**src/rtl/cic_decimator.sv**
```systemverilog
// Three-stage CIC decimator: integrators run on accepted input samples, combs run
// on the decimated strobe, output is the truncated top OSZ bits of the last comb.
module cic_decimator #(
    parameter int NUM_STAGES = 3,
    parameter int STG_GSZ    = 5,
    parameter int DEC_RATIO  = 32,
    parameter int ISZ        = 16,
    parameter int ASZ        = ISZ + NUM_STAGES * STG_GSZ,
    parameter int OSZ        = 16
) (
    input  logic                  clk,
    input  logic                  reset,
    input  logic                  in_valid,
    input  logic signed [ISZ-1:0] in,
    output logic                  out_valid,
    output logic signed [OSZ-1:0] out
);

    localparam logic [STG_GSZ-1:0] CNT_MAX = STG_GSZ'(DEC_RATIO - 1);

    logic signed [ASZ-1:0] integ     [NUM_STAGES];
    logic signed [ASZ-1:0] integ_nxt [NUM_STAGES];
    logic signed [ASZ-1:0] comb_x    [NUM_STAGES];
    logic signed [ASZ-1:0] dly       [NUM_STAGES];
    logic signed [ASZ-1:0] diff      [NUM_STAGES];
    logic [STG_GSZ-1:0]    cnt;
    // vld[0] marks E0; vld[k] qualifies comb stage k on the following edge.
    logic [NUM_STAGES:0]   vld;

    // Each integrator accumulates its predecessor's updated value, so the last
    // stage already contains the sample accepted on the same edge.
    always_comb begin
        logic signed [ASZ-1:0] acc;
        // NOTE: a blocking temporary inside always_comb is fine; it carries no state.
        acc = ASZ'(in);
        for (int k = 0; k < NUM_STAGES; k++) begin
            acc          = integ[k] + acc;
            integ_nxt[k] = acc;
        end
    end

    always_comb begin
        for (int k = 0; k < NUM_STAGES; k++) begin
            diff[k] = comb_x[k] - dly[k];
        end
    end

    always_ff @(posedge clk) begin
        if (reset) begin
            // NOTE: these arrays are state registers, so every element is cleared.
            for (int k = 0; k < NUM_STAGES; k++) begin
                integ[k]  <= '0;
                comb_x[k] <= '0;
                dly[k]    <= '0;
            end
            cnt       <= '0;
            vld       <= '0;
            out       <= '0;
            out_valid <= 1'b0;
        end else begin
            if (in_valid) begin
                for (int k = 0; k < NUM_STAGES; k++) begin
                    integ[k] <= integ_nxt[k];
                end
                cnt <= cnt + 1'b1;
            end

            vld <= {vld[NUM_STAGES-1:0], in_valid && (cnt == CNT_MAX)};

            if (vld[0]) begin
                comb_x[0] <= integ[NUM_STAGES-1];
            end

            for (int k = 1; k < NUM_STAGES; k++) begin
                if (vld[k]) begin
                    comb_x[k]  <= diff[k-1];
                    dly[k-1]   <= comb_x[k-1];
                end
            end

            // The final comb difference is truncated straight into the output register.
            if (vld[NUM_STAGES]) begin
                dly[NUM_STAGES-1] <= comb_x[NUM_STAGES-1];
                out               <= diff[NUM_STAGES-1][ASZ-1 -: OSZ];
            end
            out_valid <= vld[NUM_STAGES];
        end
    end

endmodule

```
**config.mk**
```make
export PLATFORM = sky130hd
export DESIGN_NAME = cic_decimator
export DESIGN_NICKNAME = d
export VERILOG_FILES = /design/src/rtl/cic_decimator.sv
export SDC_FILE = /design/constraint.sdc
export NUM_CORES = 1
export LEC_CHECK = 0
export ABC_AREA = 1
export BUFFER_PORTS_ARGS = -buffer_cell sky130_fd_sc_hd__buf_2
export CORE_UTILIZATION = 53
export DETAILED_ROUTE_END_ITERATION = 6
export GPL_ROUTABILITY_DRIVEN = 0
export GPL_TIMING_DRIVEN = 0
export MAX_ROUTING_LAYER = met4
export PLACE_DENSITY = 0.69
export SYNTH_ARGS = -nofsm -noshare
export SYNTH_HDL_FRONTEND = slang
export SYNTH_SLANG_ARGS = --single-unit
```
**constraint.sdc**
```tcl
create_clock -name clk -period 5.7 [get_ports clk]
set_input_delay 0.855 -clock clk [delete_from_list [all_inputs] [get_ports clk]]
set_output_delay 0.855 -clock clk [all_outputs]
set_load 0.02 [all_outputs]
```
# == Word-level counts from Yosys, hierarchy flattened ==
# Memory sizes are Yosys's and may differ from the RTL's.
# Cells that the tools add are included.
# word_totals
in_bits,19
ramBits,279
regBits,26
output_inout_bits,17
wordCells,51
mem_count,3
# mem_list
name,depth,word_bits,read_ports,rd_clocked_by_memory_dff,wr,line,text
comb_x,3,31,3,0,3,23,logic signed [ASZ-1:0] comb_x [NUM_STAGES];
dly,3,31,3,0,3,24,logic signed [ASZ-1:0] dly [NUM_STAGES];
integ,3,31,3,0,3,21,logic signed [ASZ-1:0] integ [NUM_STAGES];
# classes
n_eq_ne,1
n_mux,26
n_addsub,7
n_bitwise,9
reduce_logical,1
# ops
cell,n
$mux W31,9
$sub A31 B31 Y31,3
$add A31 B31 Y31,2
$add A31 B16 Y31,1
$mux W1,17
$or A1 B1 Y1,9
$add A5 B1 Y5 const B,1
$eq A5 B5 Y1 const B,1
$logic_and A1 B1 Y1,1

# == Longest topological paths before layout ==
# logic_depth
word_depth,4
ltp_mapped,33
ltp_nobuf,33

# == Worst setup path after synthesis ==
# No wires, ideal clock.
# synth_timing
kind,in2reg
startpoint,input in[2]
endpoint,memory integ[0][91] in the netlist's numbering (data pin)
path_slack_ns,0.784
t_required_ns,5.554
t_arrival_ns,4.770
n_path_buf,0
cell_stages,26
setup_ns,0.146
path_cell_list,ha_1 -> a21oi_1 -> nand2_1 -> a21oi_4 -> o21bai_2 -> a21oi_2 -> o21ai_1 -> a21oi_1 -> xor2_1 -> inv_1 -> ha_1 -> a21o_1 -> o21ai_0 -> nand3_1 -> a31oi_2 -> o21ai_0 -> xor2_1 -> inv_1 -> ha_1 -> nand2_1 -> nor3_1 -> nor3b_1 -> nand3_1 -> nand4_1 -> o21ai_0 -> a21oi_1
# synth_rtl
item,line,text
start: declaration,14,"input logic signed [ISZ-1:0] in,"
end: declaration,21,

==> flow_summary.toml <==
[status]
status = "complete, no violations"

[global_routing]
grt_overflow = 0
antenna_found_initial = 0
grtUsageMet2 = 0.440
grt_pass1_wl_mm = 78.7
grt_util_met1 = 0.265
grt-busiest-layer = "met2"
use_met3 = 0.0364
grt.total_usage = 0.246
grt_start_max_net_pins = 49
grt_pass1_vias = 16871

[finish]
syn2layout_area_growth_pct = 9.87
antennaDiodeCount = 0
nNetsFinal = 2862
post_route_cells_drive_above_1_share = 0.0631
stdcell_count = 3198
n_fill_cell = 3507

[clock_network]
clkLatencyLatePin_ns = 0.54
h-tree-depth = 2
numCtsBuffers = 35
cts_buffer_depth = 3
cts_sinks = 305
clock-root-buffer = "clkbuf_16"
clk_pin_slew_ns = 0.06
tritoncts = "yes"

[sta]
fin_tns_setup_ns = 0
tightest_slew_ns = 1.24
timing.final.crit_share = 0.944
fin_skew_ns = 0.0157
finalHoldViolCount = 0
relSlewSlack = 0.174
setup_viol = 0
fin_crit_ns = 5.38
setup_ws_ns = 0.317
fmax_mhz = 186
slew_violations = 0
grt_setup_unrepaired = "no"

[synthesis]
async_flop_share = 0
ys_warn_count = 0
syn-instance-count = 2580
yosysMostFrequentCell = "inv_1"
syn_avg_cell_area_sq_um = 8.12
dominantRegCellSynth = "edfxtp_1"
ys_seq_elements = 305
synth_common_cells = "468 x inv_1, 397 x nand2_1, 394 x nor2_1"
synth_seq_area_share = 0.425
synth_top_area_frac = 0.400
netlist_area_sq_um = 20900
yosysTopAreaCell = "edfxtp_1"
synth_edf_count = 279
synth_area_leaders = "edfxtp_1 40%, ha_1 11%, inv_1 8.4%"
synth_nets = 2787
ys_types = 57

[placement]
pre_cts_slack_ns = -0.328
hpwl_mm = 37.4
port_buffers = 35
dp.cells = 3134

[critical_path]
path_max_fanout = 6
startpoint_type = "primary input"
r2r_setup_slack_ns = 0.37
critPathArrivalTime_ns = 5.67
crit_required_ns = 5.99
end_kind = "flip-flop"
crit_type = "primary input to flip-flop"

[power]
switchingPower_mw = 3.97
ir_drop_mv = 0.412
pwr-share-clk = 0.242
power_density_nw_per_um2 = 414
p_seq_frac = 0.300
p_comb_frac = 0.458
internal_power_mw = 5.55
p_leak_nw = 10.6
p_sw_frac = 0.417

[routing]
dr_total_vias = 17242
drtPass1Iterations = 6
drc = 0
drt-total-wl_mm = 47.8
first_iter_violations = 1064
final_antenna_net_count = 0
vias_per_cell = 5.39
wl_per_cell_um = 14.9

[run]
cap_viol_max_count = 0

[die]
start_util = 0.540
die_h_um = 201
chipWidth_um = 201
ios = 36
row_count = 72
fp.coreArea_sq_um = 38800
die_area_sq_um = 40300

[worst_hold_path]
hold_path.class = "flip-flop to flip-flop"
[power groups by stage]
stage               logic [mW]  clock network, mW  registers [mW]
finish                    4.36               2.31            2.85
global route              4.86               2.44            2.88
CTS                       4.28               2.35            2.86
detailed placement        4.24                  0            2.90
global placement          4.15                  0            2.90
floorplan                 3.25                  0            2.85
[stage by stage]
step	area (sq um)	utilization	hold WS [ns]	total power, mW
2_1_floorplan	20900	-	0.422	6.11
3_3_place_gp	21800	0.561	0.436	7.05
3_5_place_dp	21800	0.562	0.438	7.14
4_1_cts	23000	0.592	0.448	9.48
5_1_grt	23000	0.593	0.479	10.2
6_report	23000	0.593	0.445	9.52
[registers in the layout (all words and copies together) (netlist names)]
name and cells:
out 16, dly 93, cnt 5, integ 93, comb_x 93, out_valid 1
vld 4
[logic make-up (layout without fill, tap and decap cells)]
| logic type | Yosys count | count (layout) | share of synthesized area |
|---|---|---|---|
| flops | 305 | 305 | 0.425 |
| xor+xnor | 58 | 58 | 0.0243 |
| compound gates | 574 | 574 | 0.159 |
| buf+inv | 504 | 604 | 0.0910 |
| fa+ha+maj | 188 | 188 | 0.114 |
| simple gates | 951 | 951 | 0.187 |
[critical path: stages]
cell and delay [ns]:
buf_2 0.10, ha_1 0.34, a21oi_1 0.18, nand2_1 0.15
a21oi_4 0.25, o21bai_2 0.14, a21boi_2 0.25, xnor2_1 0.25
ha_1 0.39, a21oi_1 0.24, inv_1 0.06, o21ai_0 0.17
o211ai_1 0.16, a21oi_1 0.28, nor3_1 0.08, nor2_1 0.12
xor2_1 0.23, inv_1 0.11, ha_1 0.36, nand2_1 0.11
nor2_1 0.15, nand2_1 0.08, inv_1 0.08, nand3_1 0.08
nand2_1 0.13, a21oi_1 0.10, o21ai_0 0.16, a21oi_1 0.05
[timing repair]
action / 4_1_cts / 5_1_grt
gates resized for setup: 0 / 5
setup endpoints to repair: 0 / 7
hold buffers: 0 / 0
buffers inserted: 0 / 2
hold endpoints to repair: 0 / 0
[metal layers]
metal  vias up  part of all wire
met5         -                 0
met4         0             0.052
met3       169             0.041
met2       457              0.50
met1      7825              0.40
li1       8791                 -
[cell usage in the layout (no fill, tap or decap), types with 9 or more instances in the layout]
cell	Yosys	layout
inv_1	468	468
nand2_1	397	395
nor2_1	394	394
edfxtp_1	279	279
a21oi_1	263	263
ha_1	183	183
o21ai_0	162	162
nand3_1	61	61
buf_2	11	45
xor2_1	44	44
clkbuf_16	0	38
nor3_1	28	28
clkbuf_1	20	28
dfxtp_1	26	26
a21o_1	24	24
o21a_1	22	22
nand4_1	22	22
o21ai_2	14	14
xnor2_1	14	14
o21bai_1	13	13
a31oi_1	12	12
nand2_2	9	10
a21oi_2	10	10
nor4_1	12	10
o21ai_1	9	9
[worst paths after layout]
path	startpoint	endpoint	depth (start not counted)
worst min register to register	vld[0]	vld[1]	2
worst max-delay path	in[2]	integ[0][87]	28
worst min-delay path	vld[0]	vld[1]	2
worst max register to register	integ[0][2]	integ[0][87]	27
[layout make-up]
class / instances / area (sq um) / area share
Inverter: 472 / 1770 / 0.0770
Timing Repair Buffer: 38 / 220 / 0.00957
Buffer: 32 / 134 / 0.00582
Clock buffer: 47 / 995 / 0.0432
Sequential cell: 305 / 8900 / 0.387
Clock inverter: 15 / 176 / 0.00767
Tap cell: 518 / 648 / 0.0282
Multi-Input combinational cell: 1771 / 10200 / 0.442
Note: power is estimated with default switching activity, not from simulation.
